## src/rtl/alu_chain_seq.sv

```systemverilog
// alu_chain_seq: multi-precision sequencer for an NBITS-wide combinational ALU.
// Runs one (WORDS*NBITS)-bit operation by driving the shared ALU once per slice.
// It starts with the least-significant slice and handles one slice per clock.
// Carry and borrow pass between slices through the choice of the ALU opcode.
//
// Ports:
//   clk, rst_n       rising-edge clock, asynchronous active-low reset
//   start            request, accepted only while idle
//   cmd, opa, opb    operation and operands, latched on accept
//   busy             high while running and during the done cycle
//   done             one-cycle pulse when result/carry_out are valid
//   result           registered W-bit result, held until the next accept
//   carry_out        final carry (add) or borrow (sub); 0 for logic commands
//   alu_a/alu_b/op   slice operands and opcode driven to the ALU
//   alu_q, alu_c     combinational ALU result and carry/borrow
module alu_chain_seq #(
  parameter int NBITS = 4,
  parameter int WORDS = 4
) (
  input  logic                   clk,
  input  logic                   rst_n,
  input  logic                   start,
  input  logic [2:0]             cmd,
  input  logic [NBITS*WORDS-1:0] opa,
  input  logic [NBITS*WORDS-1:0] opb,
  output logic                   busy,
  output logic                   done,
  output logic [NBITS*WORDS-1:0] result,
  output logic                   carry_out,
  output logic [NBITS-1:0]       alu_a,
  output logic [NBITS-1:0]       alu_b,
  output logic [2:0]             alu_op,
  input  logic [NBITS:0]         alu_q,
  input  logic                   alu_c
);

  localparam int W  = NBITS * WORDS;
  localparam int IW = (WORDS > 1) ? $clog2(WORDS) : 1;
  localparam logic [IW-1:0] LAST = IW'(WORDS - 1);

  typedef enum logic [1:0] {
    S_IDLE,
    S_RUN,
    S_DONE
  } state_t;

  state_t          state, state_nxt;
  logic [IW-1:0]   idx;
  logic [W-1:0]    a_reg, b_reg;
  logic [2:0]      cmd_reg;
  logic            cy;

  // The ALU carry arrives separately on alu_c, so the MSB of alu_q is not needed.
  logic unused_msb;
  assign unused_msb = alu_q[NBITS];

  always_ff @(posedge clk or negedge rst_n) begin
    if (!rst_n) begin
      state     <= S_IDLE;
      idx       <= '0;
      a_reg     <= '0;
      b_reg     <= '0;
      cmd_reg   <= '0;
      cy        <= 1'b0;
      result    <= '0;
      carry_out <= 1'b0;
    end else begin
      state <= state_nxt;
      case (state)
        S_IDLE: begin
          if (start) begin
            a_reg   <= opa;
            b_reg   <= opb;
            cmd_reg <= cmd;
            idx     <= '0;
            cy      <= 1'b0;
          end
        end
        S_RUN: begin
          result[idx*NBITS +: NBITS] <= alu_q[NBITS-1:0];
          cy  <= alu_c;
          idx <= idx + 1'b1;
          if (idx == LAST)
            carry_out <= cmd_reg[2] ? 1'b0 : alu_c;
        end
        default: ;
      endcase
    end
  end

  always_comb begin
    state_nxt = state;
    busy      = 1'b0;
    done      = 1'b0;
    alu_a     = '0;
    alu_b     = '0;
    alu_op    = 3'b000;
    case (state)
      S_IDLE: begin
        if (start) state_nxt = S_RUN;
      end
      S_RUN: begin
        busy  = 1'b1;
        alu_a = a_reg[idx*NBITS +: NBITS];
        alu_b = b_reg[idx*NBITS +: NBITS];
        // Upper slices keep the add/sub family of cmd (bit 0).
        // The carry/borrow from the previous slice selects the +1 / -1 variant (bit 1).
        if (idx == '0 || cmd_reg[2])
          alu_op = cmd_reg;
        else
          alu_op = {1'b0, cy, cmd_reg[0]};
        if (idx == LAST) state_nxt = S_DONE;
      end
      S_DONE: begin
        busy      = 1'b1;
        done      = 1'b1;
        state_nxt = S_IDLE;
      end
      default: state_nxt = S_IDLE;
    endcase
  end

endmodule
```

## config.mk

```make
export PLATFORM = sky130hd
export DESIGN_NAME = alu_chain_seq
export DESIGN_NICKNAME = d
export VERILOG_FILES = /design/src/rtl/alu_chain_seq.sv
export SDC_FILE = /design/constraint.sdc
export NUM_CORES = 1
export LEC_CHECK = 0
export CAP_MARGIN = 30
export CORE_AREA = 2 2 82 115
export CTS_BUF_LIST = sky130_fd_sc_hd__clkbuf_16
export CTS_CLUSTER_DIAMETER = 40
export CTS_CLUSTER_SIZE = 14
export DETAILED_ROUTE_END_ITERATION = 12
export DIE_AREA = 0 0 84 117
export GPL_TIMING_DRIVEN = 0
export SLEW_MARGIN = 20
export SYNTH_ARGS = -nofsm -noshare
export SYNTH_HDL_FRONTEND = slang
export SYNTH_SLANG_ARGS = --single-unit
```

## constraint.sdc

```tcl
create_clock -name clk -period 3.7 [get_ports clk]
set_clock_uncertainty 0.1 [all_clocks]
set_input_delay 0.37 -clock clk [delete_from_list [all_inputs] [get_ports clk]]
set_output_delay 0.37 -clock clk [all_outputs]
set_load 0.03 [all_outputs]
```

==> results.md, run 1 <==
Clock network:
- The post-CTS clock slew at the launch and capture registers of the worst setup and hold paths is roughly 0.050 ns.
- The level count of the clock H-tree is 3.
- The root buffer cell chosen for the clock tree is sky130_fd_sc_hd__clkbuf_16.
- The buffer count from post-CTS setup fixing is 0.
- Counting the buffers created by CTS gives 9.
- Once the clock tree was built, the resizer swapped 0 gates to a different size.
- The count of hold-fix buffers inserted at cts is 0.
- Counting every sink on the clock net gives 57.
- In this run the deepest clock path goes through 2 buffers.
- The insertion delay to the later sink of the worst-skew pair is 0.32 ns.
- The TritonCTS clock tree is built.

Finish:
- The multi-input combinational cells in the finished layout cover a total of around 1100 µm².
- The net count of the finished layout is roughly 340.
- Cells with a size suffix above 1 make up around a fifth of the layout.
- The final antenna diode count is 0.
- Registers take 1430 µm².
- The area growth from synthesis to layout is 42.9%.
- After filler insertion, the fill cell instance count of the layout stands at between 800 and 900.

Synthesis:
- The portion of synthesized cell area occupied by the leading cell type is between 50% and 60%.
- Of the total synthesized cell area, the portion taken by AND, OR, NAND and NOR gates is under 10%.
- The main combinational cell family by area after synthesis is multiplexers.
- The fraction of the yosys area taken by sequential cells is roughly 55%.
- The fraction of the mapped netlist area in compound gates is about 9%.
- Of the total synthesized cell area, the portion taken by XOR and XNOR cells is 0%.
- In the post-synthesis netlist, the biggest area contributors are sky130_fd_sc_hd__dfrtp_1, sky130_fd_sc_hd__mux2_2, sky130_fd_sc_hd__mux2i_1.
- By count the netlist is led by sky130_fd_sc_hd__dfrtp_1, sky130_fd_sc_hd__mux2_2, sky130_fd_sc_hd__nand2_1.
- The number of enable-type register cells in the synthesized netlist is 0.
- The number of unique standard cell types used by synthesis is 23.
- The count of state elements after synthesis is 57.
- The mapped netlist covers between 2000 and 3000 µm².
- sky130_fd_sc_hd__dfrtp_1 is the most common cell in the netlist.
- Yosys printed 0 warnings.
- The mean post-synth cell area is 13.0 µm².
- The leading area contributor after synthesis is sky130_fd_sc_hd__dfrtp_1.
- In the synthesized netlist the dominant register cell turns out to be sky130_fd_sc_hd__dfrtp_1.
- The number of nets in the synthesized netlist is approximately 250.
- The synthesized netlist devotes between 4 and 5% of its cell area to adder and majority cells.
- Of the post-synthesis cell area, the part taken by muxes is between 20% and 30%.
- Of all flip-flops after synthesis, the portion carrying an async set or reset was 100%.
- In the synthesized netlist, the number of instances is slightly below 200.

Detailed routing:
- For this run, design rule violations remaining after detail routing come to 0.
- The post-route antenna net violation count is 0.
- The number of DRC markers in iteration 0 is 44.
- The final route contains approximately 1900 vias.
- Using the TritonRoute via totals, the vias-per-cell ratio works out to approximately 4.8.
- After detailed routing, the average wire length per cell comes to roughly 15 µm.
- After detailed routing, the total wire length is roughly 5.9 mm.
- The first detailed-routing pass took 4 iterations.

Place:
- Routability-driven placement finished with a final weighted congestion of 0.735.
- The HPWL after detailed placement is 4.32 mm.
- The worst slack at placement is a little over 0.7 ns.
- The count of input and output buffers is around 70.

Setup path:
- The critical path launch point is state[1].
- STA classifies the critical path endpoint as an output port.
- The worst setup path is launched from a flip-flop.
- The critical path is of the flip-flop to output port type.
- Data on the critical path arrives at its endpoint at ~2.8 ns.
- Walking the worst path, the cells encountered are inv_1, ha_1, clkbuf_1, nand2_1, o22ai_1, clkdlybuf4s50_1.
- The peak per-stage delay on the critical path is roughly 0.7 ns.
- The path depth of the worst reg2reg path is 6.
- The largest fanout on the critical path is 10.
- The startpoint identified for the worst register-to-register timing path is idx[0].
- The largest individual stage delay along the critical path comes from the cell sky130_fd_sc_hd__clkdlybuf4s50_1.
- For the worst setup path, the data required time is roughly 3.2 ns.

Global routing:
- After global routing the overflow that remains totals 0.
- For this run, the total global-route usage over all layers was measured as 12.9%.
- The maximum number of pins on one net before global-route repair is 58.
- The via count of the first global-routing pass was between 1500 and 2000.
- The initial antenna violation count is 0.
- The first global-routing pass estimated 9.71 mm of wire.

Floorplan:
- The effective utilization at floorplan is 29.1%.
- In this run the standard cell core region covers about 9000 µm².
- The top-level port count is 74.
- The die area is 9830 µm².
- The x dimension of the die is approximately 84 µm.
- The floorplan step set the die height to 117 µm.
- The placement row count is 41.

STA:
- The slew at the pin closest to its max-slew limit is 0.707 ns.
- The post-route setup TNS is 0 ns.
- In the finished design, the share of the clock period the worst path needs comes to between 80% and 90%.
- The number of slew-limit violations in the final report is 0.
- The setup-violating endpoint count in the final report is 0.
- The maximum frequency from static timing analysis is slightly above 300 MHz.
- After layout, the worst setup slack is between 0.4 and 0.5 ns.
- The time the worst path needs with I/O delays and setup is 3.25 ns.
- Setup repair after global routing left no endpoint under its margin.
- The hold violation total from the final report came to 6.
- The worst-case hold slack is -0.0165 ns.
- The worst pin sits at a relative slew slack of between 50% and 60%.

Power:
- VDD sags by at most about 0.00048 V.
- The leakage power of the design is roughly 1.6 nW.
- The ratio of total power to cell area is 921 nW/µm².

Outcome:
- The final reports fail on hold timing.
- The run finished, with violations left.

Min path:
- The path type of the worst min-delay path is input port to asynchronous set/reset pin.

Flow run:
- The number of violations of the max-capacitance limit is 0.
[power breakdown]
group	switching (mW)	internal [mW]
Combinational	0.881	0.755
Clock	0.260	0.437
Sequential	0.156	0.911
Total	1.30	2.10
[through the flow]
stage	cell area [µm²]	power (mW)	utilization, %	instances
global route	3690	3.62	41.6	394
floorplan	2580	2.15	-	199
global placement	3440	2.70	38.7	378
CTS	3690	3.46	41.6	394
detailed placement	3440	2.74	38.7	378
finish	3690	3.40	41.6	394
[per-layer routing]
metal / GRT usage (%) / part of all wire, %
met1: 14.5 / 41
met5: 0 / 0
met2: 22.2 / 51
met4: 6.45 / 2.0
met3: 3.86 / 5.9
[path summary, 6_finish.rpt]
| check | endpoint | slack, ns |
|---|---|---|
| worst max-delay path | alu_b[1] | 0.45 |
| worst min-delay path | result[8] | -0.02 |
| worst max register to register | result[10] | 1.40 |
| worst min register to register | result[3] | 0.37 |
| max in group asynchronous | cy | 3.02 |
| min in group clk | result[3] | 0.37 |
[kinds of logic after synthesis]
kind of cell | count (synthesis)
adder cells (fa/ha/maj) | 9
AND/OR/NAND/NOR | 35
buffers and inverters | 13
multiplexers | 52
flip-flops | 57
AO/OA/AOI/OAI | 33
[worst max-delay path: cells and delay by family (launching register included)]
| kind | cells | cell delay (ns) |
|---|---|---|
| buf+inv | 3 | 1.18 |
| flops | 1 | 0.40 |
| simple gates | 1 | 0.32 |
| fa+ha+maj | 1 | 0.31 |
| compound gates | 1 | 0.25 |
[cell usage in the layout, fill, tap and decap left out, drive strengths merged]
cell	synthesis	routed
a32o	2	2
o21ai	7	7
nor3b	1	1
nand3	2	2
and2	2	2
clkdlybuf4s50	0	71
clkinv	0	5
nand2b	3	3
o22ai	8	8
or2	1	1
mux2i	17	17
inv	7	9
ha	9	9
a21oi	5	5
nor2	2	2
mux2	35	35
nor4	2	2
buf	5	6
dfrtp	57	57
clkbuf	1	10
nand2	21	21
a22o	11	11
or4b	1	1
[layout make-up]
cell class	instances	share of cell area [%]
Sequential cell	57	38.6
Multi-Input combinational cell	129	29.8
Timing Repair Buffer	72	19.5
Clock buffer	9	6.10
Tap cell	107	3.63
Buffer	6	0.847
Clock inverter	7	0.814
Inverter	7	0.712
Power figures use the tool's default switching activity.
==> run 2: changes to the inputs <==
- SLEW_MARGIN: 20 -> 10
==> results of run 2 <==
No change in the layout: final DEF, timing and power equal those of run 1.
==> run 3: changes to the inputs <==
- CAP_MARGIN: 30 -> 10
- RECOVER_POWER: default -> 50
==> run 3 against run 2 <==
Effect of this change: the flow finishes with violations (capacitance limit, slew limit); highest routed layer unchanged; largest cell class unchanged; cell count is the same; critical endpoint unchanged; non-clock buffer count did not move; sequential power about the same; routed wire length about the same; sequential cell count stayed put; final area is 0.10% lower; critical path depth stayed put.
==> results.md, run 3 (synthesis results as in run 1) <==
Setup path:
- The worst-case register-to-register setup slack is 1.40 ns (about the same).
- The launching element type of the critical path is a flip-flop.
- The end of the worst register-to-register path is result[10].
- The path depth of the worst reg2reg path is 6 (unchanged).
- On the critical path, the stage with the largest delay is an instance of sky130_fd_sc_hd__clkdlybuf4s50_1.
- The critical path goes through inv_1, ha_1, clkbuf_1, nand2_1, o22ai_1, clkdlybuf4s50_1.
- The peak per-stage delay on the critical path is 0.71 ns (about the same).
- The launch point of the worst reg-to-reg path is idx[0].
- The data required time at the worst endpoint came to 3.23 ns (about the same).
- The data arrival time of the critical path is 2.78 ns (about the same).
- The start-to-end type of the worst setup path is flip-flop to output port.
- The largest fanout on the critical path is 10 (unchanged).
- STA classifies the critical path endpoint as an output port.

Clock network:
- The tree is rooted in a sky130_fd_sc_hd__clkbuf_16.
- The level count of the clock H-tree is 3 (unchanged).
- The sink count of the clock tree came to 57 (unchanged).
- The post-CTS clock slew at the launch and capture registers of the worst setup and hold paths was 0.05 ns (about the same).
- The count of hold-fix buffers inserted at cts is 0 (unchanged).
- The number of resized instances in the post-cts repair step is 0 (unchanged).
- The insertion delay to the later sink of the worst-skew pair is 0.32 ns (about the same).
- The number of buffers inserted during clock tree synthesis is 9 (unchanged).
- TritonCTS built the clock tree.
- The number of buffers on the longest clock path came to 2 (unchanged).
- The buffer count from post-CTS setup fixing came to 0 (unchanged).

Power:
- The internal power component is 2.10 mW (-0.36%).
- The combinational cell fraction of total power came to 48.0% (about the same).
- The power dissipated by switching net loads came to 1.30 mW (about the same).
- The switching part of the total is 38.2% (+0.066 points).
- The largest vdd supply drop is 0.000484 V (about the same).
- The leakage power of the design is 1.60 nW (+1.0%).
- The ratio of total power to cell area was 920 nW/µm² (-0.15%).
- The portion of total power attributed to the clock network is 20.6% (about the same).
- The share of power burned in registers was 31.4% (about the same).

Min path:
- The path type of the worst min-delay path is flip-flop to flip-flop.
- The critical hold path startpoint is result[3].
- The number of cells on the worst hold path is 2.
- The worst hold path terminates at result[3].

Place:
- The HPWL after detailed placement is 4.32 mm (unchanged).
- The count of input and output buffers came to 72 (unchanged).
- The final estimated routing congestion in global placement is 0.735 (unchanged).

STA:
- The slew at the pin closest to its max-slew limit is 2.95 ns (+2.24 ns).
- The worst slew margin relative to its limit came to -96.8% (-150 points).
- The post-route setup TNS is 0 ns (unchanged).
- The maximum frequency from static timing analysis is 307 MHz (about the same).
- The hold violation total from the final report was 0 (-6).
- The setup-violating endpoint count in the final report is 0 (unchanged).
- Setup repair after global routing left no endpoint under its margin.
- The time the worst path needs with I/O delays and setup is 3.25 ns (+0.000139 ns).
- The share of the cycle needed by the critical path after routing is 87.9% (about the same).
- The worst-case hold slack came to 0.370 ns (+0.386 ns).
- The number of slew-limit violations in the final report is 58 (+58).

Detailed routing:
- The count of TritonRoute iterations in the first routing pass is 4 (unchanged).
- The wire length per cell is 15.0 µm (about the same).
- The via count of the routed design is 1880 (unchanged).
- The routed wire length is 5.90 mm (about the same).
- The number of DRC markers in iteration 0 was 44 (unchanged).
- The DRC violation count after routing was 0 (unchanged).
- The number of vias per cell after detailed routing is 4.77 (unchanged).
- The post-route antenna net violation count came to 0 (unchanged).

Finish:
- The share of final-layout standard cells stronger than drive strength 1 is 19.5% (-0.35 points).
- The net total in the final layout is 335 (unchanged).
- The final antenna diode count came to 0 (unchanged).
- Relative to the synthesized area, the layout overhead comes to 42.7%.
- The most common cell after layout, fill and taps aside is sky130_fd_sc_hd__clkdlybuf4s50_1.
- The top cell types in the final layout, fill and taps aside, are sky130_fd_sc_hd__clkdlybuf4s50_1, sky130_fd_sc_hd__dfrtp_1, sky130_fd_sc_hd__mux2_2, sky130_fd_sc_hd__nand2_1, sky130_fd_sc_hd__mux2i_1.

Floorplan:
- The top-level port count is 74 (unchanged).
- The height of the die is 117 µm (unchanged).
- The die area is 9830 µm² (unchanged).
- The placement row count is 41 (unchanged).
- The x dimension of the die is 84 µm (unchanged).
- The effective utilization at floorplan is 29.1% (unchanged).
- The area of the core region is 8870 µm² (unchanged).

Outcome:
- The run finished, with violations left.
- The checks that failed: capacitance limit, slew limit.

Global routing:
- The overall overflow remaining after global route is 0 (unchanged).
- The aggregate global-route resource usage is 12.9% (unchanged).
- The initial antenna violation count is 0 (unchanged).
- The via count of the first global-routing pass came to 1983 (unchanged).
- The wire length of the first global-routing pass came to 9.71 mm (unchanged).
- The maximum number of pins on one net before global-route repair is 58 (unchanged).

Flow run:
- The number of violations of the max-capacitance limit is 1 (+1).
[run 3: per-stage QoR]
step | util (%) | std cells | instance area (µm²) | power, mW | worst slack, ns
after floorplan | - | 199 | 2580 | 2.15 | 1.56
after global placement | 38.7 | 378 | 3440 | 2.70 | 0.359
after detailed placement | 38.7 | 378 | 3440 | 2.74 | 0.728
after CTS | 41.6 | 394 | 3690 | 3.46 | 0.366
after global routing | 41.5 | 394 | 3690 | 3.61 | 0.200
final | 41.5 | 394 | 3690 | 3.39 | 0.447
[run 3: critical path: cells and delay by family, from the launching register on]
| family | cells | cell delay [ns] |
|---|---|---|
| compound gates | 1 | 0.25 |
| buf+inv | 3 | 1.18 |
| simple gates | 1 | 0.32 |
| flops | 1 | 0.40 |
| fa+ha+maj | 1 | 0.31 |
[run 3: power groups by stage]
| stage | combinational (mW) | clock, mW | sequential [mW] |
|---|---|---|---|
| finish | 1.63 | 0.698 | 1.07 |
| global route | 1.77 | 0.742 | 1.10 |
| CTS | 1.67 | 0.719 | 1.07 |
| detailed placement | 1.66 | 0 | 1.08 |
| global placement | 1.64 | 0 | 1.06 |
| floorplan | 0.993 | 0 | 1.16 |
[run 3: worst max-delay path by stage]
stage                  start  endpoint  slack (ns)  cells past startpoint
global route        state[1]  alu_b[1]        0.20                      6
finish              state[1]  alu_b[1]        0.45                      6
detailed placement  state[1]  alu_b[1]        0.73                      6
CTS                 state[1]  alu_a[2]        0.37                      6
floorplan           state[1]  alu_a[2]        1.56                      5
global placement       rst_n  b_reg[2]        0.36                      1
[run 3: area by class of cell]
class / instances / area [µm²]
multi-input combinational: 129 / 1100
clock buffer: 9 / 225
clock inverter: 7 / 30.0
buffer: 6 / 31.3
sequential: 57 / 1430
inverter: 7 / 26.3
tap: 107 / 134
timing repair buffer: 72 / 714
fill: 860 / 5190
[run 3: layer usage]
metal  part of all wire, %  global-route usage (%)  vias to the layer above
li1                      -                       -                      887
met1                    41                    14.5                      924
met2                    51                    22.2                       57
met3                   5.9                    3.86                       12
met4                   2.0                    6.45                        0
met5                     0                       0                        -
